`config.mk`:
```
export PLATFORM = sky130hd
export DESIGN_NAME = alert_escalation_ctrl
export DESIGN_NICKNAME = d
export VERILOG_FILES = /design/src/rtl/alert_escalation_ctrl.sv
export SDC_FILE = /design/constraint.sdc
export NUM_CORES = 1
export LEC_CHECK = 0
export BUFFER_PORTS_ARGS = -buffer_cell sky130_fd_sc_hd__buf_2
export CORE_MARGIN = 4
export CORE_UTILIZATION = 28
export CTS_CLUSTER_SIZE = 10
export DETAILED_ROUTE_END_ITERATION = 8
export PLACE_DENSITY = 0.47
export RECOVER_POWER = 50
export SYNTH_ARGS = -nofsm -noshare
export SYNTH_HDL_FRONTEND = slang
export SYNTH_SLANG_ARGS = --single-unit
```
`constraint.sdc`:
```
create_clock -name clk -period 2.45 [get_ports clk]
set_input_delay 0.49 -clock clk [delete_from_list [all_inputs] [get_ports clk]]
set_output_delay 0.49 -clock clk [all_outputs]
set_load 0.05 [all_outputs]
```
`src/rtl/alert_escalation_ctrl.sv`:
```
// Alarm escalation controller for baby-monitor alert flags: persistence filter, alarm/snooze FSM, buzzer.
// Optional build macro HB_FAST_PATH_EN: heartbeat qualifies on one sample and alarms at urgent level.
module alert_escalation_ctrl #(
  parameter int unsigned PERSIST_CYCLES  = 4,
  parameter int unsigned SNOOZE_CYCLES   = 16,
  parameter int unsigned ESCALATE_CYCLES = 32,
  parameter int unsigned CNT_W           = 8
) (
  input  logic             clk,
  input  logic             reset,
  input  logic             heartbeat_alert,
  input  logic             temperature_alert,
  input  logic             motion_alert,
  input  logic             ack,
  output logic             alarm_active,
  output logic [1:0]       alarm_level,
  output logic [2:0]       alarm_code,
  output logic             snooze_active,
  output logic             buzzer,
  output logic [CNT_W-1:0] event_count
);

  localparam int ESC_W = $clog2(ESCALATE_CYCLES + 1);
  localparam int SNZ_W = (SNOOZE_CYCLES < 2) ? 1 : $clog2(SNOOZE_CYCLES + 1);
  localparam logic [3:0]       PERSIST_MAX = 4'(PERSIST_CYCLES);
  localparam logic [ESC_W-1:0] ESC_LAST    = ESC_W'(ESCALATE_CYCLES - 1);
  localparam logic [ESC_W-1:0] ESC_SAT     = ESC_W'(ESCALATE_CYCLES);
  localparam logic [SNZ_W-1:0] SNZ_LOAD    = SNZ_W'(SNOOZE_CYCLES);
  localparam logic [CNT_W-1:0] CNT_MAX     = '1;

`ifdef HB_FAST_PATH_EN
  localparam logic       HB_FAST   = 1'b1;
  localparam logic [3:0] HB_THRESH = 4'd1;
`else
  localparam logic       HB_FAST   = 1'b0;
  localparam logic [3:0] HB_THRESH = PERSIST_MAX;
`endif

  typedef enum logic [1:0] {IDLE, ALARM, SNOOZE} state_t;

  logic [2:0]       flags;
  logic [2:0][3:0]  thresh;
  logic [2:0][3:0]  persist_cnt;
  logic [2:0]       qual;

  state_t           state;
  logic [ESC_W-1:0] esc_timer;
  logic [SNZ_W-1:0] snooze_timer;
  logic [1:0]       blink;
  logic [1:0]       blink_nxt;
  logic             snooze_done;
  logic             enter;
  logic             esc_hit;
  logic             hb_join;

  assign flags  = {motion_alert, temperature_alert, heartbeat_alert};
  assign thresh = {PERSIST_MAX, PERSIST_MAX, HB_THRESH};

  // NOTE: every always_comb output gets a default first so no path can infer a latch.
  always_comb begin
    qual = '0;
    for (int i = 0; i < 3; i++) qual[i] = (persist_cnt[i] == thresh[i]);
  end

  // NOTE: sequential state uses non-blocking assignments only, so all registers update together.
  always_ff @(posedge clk or negedge reset) begin
    if (!reset) begin
      persist_cnt <= '0;
    end else begin
      for (int i = 0; i < 3; i++) begin
        if (!flags[i])     persist_cnt[i] <= '0;
        else if (!qual[i]) persist_cnt[i] <= persist_cnt[i] + 4'd1;
      end
    end
  end

  assign blink_nxt   = blink + 2'd1;
  // The snooze window ends on the edge that would take the timer to zero.
  assign snooze_done = (snooze_timer <= SNZ_W'(1));
  assign enter       = (|qual) && ((state == IDLE) || ((state == SNOOZE) && snooze_done));
  assign esc_hit     = (esc_timer == ESC_LAST);
  assign hb_join     = HB_FAST && qual[0] && !alarm_code[0];

  // Buzzer is registered alongside the level so it never lags a level change.
  always_ff @(posedge clk or negedge reset) begin
    if (!reset) begin
      state         <= IDLE;
      esc_timer     <= '0;
      snooze_timer  <= '0;
      blink         <= '0;
      alarm_active  <= 1'b0;
      alarm_level   <= 2'd0;
      alarm_code    <= 3'b000;
      snooze_active <= 1'b0;
      buzzer        <= 1'b0;
      event_count   <= '0;
    end else begin
      blink <= blink_nxt;
      if (enter) begin
        state         <= ALARM;
        alarm_active  <= 1'b1;
        snooze_active <= 1'b0;
        snooze_timer  <= '0;
        alarm_code    <= qual;
        esc_timer     <= '0;
        if (HB_FAST && qual[0]) begin
          alarm_level <= 2'd2;
          buzzer      <= 1'b1;
        end else begin
          alarm_level <= 2'd1;
          buzzer      <= blink_nxt[1];
        end
        if (event_count != CNT_MAX) event_count <= event_count + 1'b1;
      end else begin
        case (state)
          ALARM: begin
            if (ack) begin
              state         <= SNOOZE;
              snooze_timer  <= SNZ_LOAD;
              snooze_active <= 1'b1;
              alarm_active  <= 1'b0;
              alarm_level   <= 2'd0;
              alarm_code    <= 3'b000;
              buzzer        <= 1'b0;
            end else begin
              alarm_code <= alarm_code | qual;
              if (esc_timer != ESC_SAT) esc_timer <= esc_timer + 1'b1;
              if ((alarm_level == 2'd2) || esc_hit || hb_join) begin
                alarm_level <= 2'd2;
                buzzer      <= 1'b1;
              end else begin
                buzzer <= blink_nxt[1];
              end
            end
          end
          SNOOZE: begin
            if (snooze_done) begin
              state         <= IDLE;
              snooze_active <= 1'b0;
              snooze_timer  <= '0;
            end else begin
              snooze_timer <= snooze_timer - 1'b1;
            end
          end
          default: ;
        endcase
      end
    end
  end

endmodule

```
==> reports/results.ini <==
[synth]
synth_top_family_by_area=simple AND/OR/NAND/NOR gates
synth_xor_area_share_pct=5.76
yosys.area.top_type=dfrtp_1
ys_types=49
synthArstFlopShare_pct=100
yosysWarnings=0
syn_nets=231
postSynthAreaPerCell_um2=10.7
synth_seq_cells=42
synth_fa_ha_area_share_pct=6.03
syn_area_um2=2280
synth-compound-area-share_pct=12.6
synth_top_area_share_pct=46.1
synth_ff_type=dfrtp_1
synthCells=214
netlist_top_cells_area=dfrtp_1 (46%), ha_1 (6.0%), xnor2_1 (3.1%)
synth_edf_count=0
yosysSeqAreaShare_pct=46.1
synthSimpleGateAreaFrac_pct=22.4
synth_mux_area_share_pct=2.36

[power]
p_leak_uw=0.00120
power.density_nw_per_um2=1140
peakVddDrop_uv=372

[setup_path]
crit_fanout=16
worstSetupEndpointType=flop
crit_type=reg -> reg
cp.required_ns=2.63
cp.arrival_ns=2.30
cp-start-kind=flop

[place]
place_ws_ns=0.499
post-dp-hpwl_um=3130
gp_congestion=0.741
port_buffers=21

[timing]
finalHoldViolCount=0
clock.fmax_mhz=473
fin_setup_tns_ns=0
worst_slack_ns=0.335
slew_viol_final=0
finalCriticalPeriod_ns=2.12
slew_headroom_pct=29.6
rsz0062_at_grt=no
setup_violations=0
finalCritPeriodShare_pct=86.3
worst_pin_slew_ns=1.06
fin_skew_ns=0.0116

[clock_network]
post_cts_resize_count=0
cts_buffers=5
htree_levels=2
cts.clk_slew.worst_paths_ns=0.07
cts_sinks=42
root_buffer=clkbuf_8
cts_buffer_depth=2
cts_tree=done
clock_latency_ns=0.30
cts_hold_buf=0
cts_setup_buffers=0

[global_route]
gr-usage-met2_pct=14.1
grt_max_degree=43
grt_remaining_overflow=0
top_usage_layer=met2
antenna_found_initial=0
grt_pass1_vias=1593
grt_use_met1_pct=13.8
use_met3_pct=2.57
grt_use_total_pct=9.78
grt_pass1_wl_um=7730

[floorplanning]
start_util_pct=29.2
die_h_um=98.3
row_count=32
die_area_um2=9660
ios=22
core_area_um2=7810
die_w_um=98.3

[layout]
final_layout_size_suffix_gt1_share_pct=18.1
antenna_cells=0
syn_to_final_growth_pct=12.8
nFillCells=819
final_core_util_pct=33.0
final_nets=259

[worst_hold_path]
hold_class=in -> reg

[detailed_routing]
drt_iter0_drc=48
routedWlPerCell_um=12.6
first_pass_iters=4
via_per_inst=4.70
drt-total-wl_um=4330
drc=0
via_count=1621
ant_nets=0

[run_status]
status=finished, final reports clean

[flow_run]
max_cap_violations=0

## per-stage QoR
step / hold WS [ns] / power, uW / cell area (um2) / instances
CTS: 0.166 / 3000 / 2600 / 345
global route: 0.446 / 3190 / 2570 / 345
global placement: 0.435 / 2510 / 2510 / 337
finish: 0.447 / 2930 / 2570 / 345
floorplan: 0.194 / 2250 / 2280 / 214
detailed placement: 0.455 / 2510 / 2510 / 337
## cell usage in the layout, fill, tap and decap left out, types with 2 or more instances in the layout
cell / netlist / layout
buf_4: 0 / 4
a21oi_1: 8 / 8
mux2i_1: 2 / 2
nand4_1: 3 / 3
nand3_1: 7 / 7
or3b_2: 2 / 2
xor2_1: 7 / 7
and4_1: 2 / 2
a21o_1: 2 / 2
nand2b_1: 2 / 2
xnor2_1: 8 / 8
nor2_1: 13 / 13
o22ai_1: 3 / 3
clkbuf_8: 0 / 6
nor2b_1: 7 / 7
buf_2: 1 / 21
nor3_1: 6 / 6
and2_1: 5 / 5
nand2_1: 11 / 11
mux2_2: 2 / 2
o211ai_1: 3 / 3
o21ai_0: 9 / 9
a31oi_1: 3 / 3
nor4_1: 4 / 4
nor4_4: 2 / 2
inv_1: 15 / 15
nand3b_4: 3 / 2
a21boi_0: 2 / 2
nor3b_1: 6 / 6
nand3b_1: 1 / 2
a211oi_1: 2 / 2
ha_1: 11 / 11
dfrtp_1: 42 / 42
## Yosys cell counts (all sizes together) (3+ instances only)
| master | count |
|---|---|
| xor2 | 7 |
| nand2 | 11 |
| o22ai | 3 |
| nand3b | 4 |
| mux2 | 3 |
| buf | 5 |
| nor3b | 6 |
| xnor2 | 8 |
| a21oi | 9 |
| inv | 15 |
| nor3 | 7 |
| o211ai | 3 |
| nand4 | 3 |
| o21ai | 9 |
| a31oi | 3 |
| nor4 | 6 |
| nor2b | 7 |
| and2 | 5 |
| ha | 11 |
| dfrtp | 42 |
| nand3 | 7 |
| nor2 | 13 |
## final cells by class
class                      count  area (um2)  share of cell area [%]
clock inverter                 1        5.00                   0.194
sequential                    42        1050                    40.8
inverter                      15        56.3                    2.19
multi-input combinational    152        1110                    43.1
clock buffer                   7        86.3                    3.35
tap                          102         128                    4.96
timing repair buffer          26         140                    5.44
## report_power, final
group          total [uW]  leakage (uW)  internal (uW)  switching, uW
combinational        1360      0.000603            494            863
sequential           1110      0.000547            889            223
clock                 462     0.0000482            227            235
total                2930       0.00120           1610           1320
## per-layer routing
metal  routed length [um]  vias to the layer above
met4                   80                        0
met1                 2220                      772
met2                 1850                       22
li1                     -                      819
met3                  180                        8
met5                    0                        -
## logic make-up after synthesis
family,after synthesis
and+or+nand+nor,78
adders and majority gates,11
DFF,42
muxes,5
xor gates and xnor gates,15
AOI/OAI and AO/OA,43
buffers and inverters,20
## flip-flops by register name, summed over array words and instances, names as in the netlist
name	count
persist_cnt	12
event_count	8
esc_timer	6
snooze_timer	5
alarm_code	3
alarm_level	2
blink	2
alarm_active	1
buzzer	1
snooze_active	1
state	1
## final timing paths
| path | startpoint | to | slack [ns] | depth (start not counted) |
|---|---|---|---|---|
| min reg2reg | blink[1] | blink[1] | 0.47 | 1 |
| min in group asynchronous | reset | alarm_level[0] | 0.46 | 2 |
| max | persist_cnt[8] | event_count[6] | 0.33 | 6 |
| max in group asynchronous | reset | snooze_timer[1] | 1.34 | 2 |
| max reg2reg | persist_cnt[8] | event_count[6] | 0.33 | 6 |
| min | motion_alert | persist_cnt[8] | 0.45 | 2 |
## critical path, stage by stage, from the launching register on
cell and delay [ns]:
dfrtp_1 0.41, inv_1 0.09, ha_1 0.17, nand3b_1 0.26, and3_4 0.35, nor4_1 0.34, mux2_2 0.37
No activity file was read; power rests on OpenSTA's default activity.
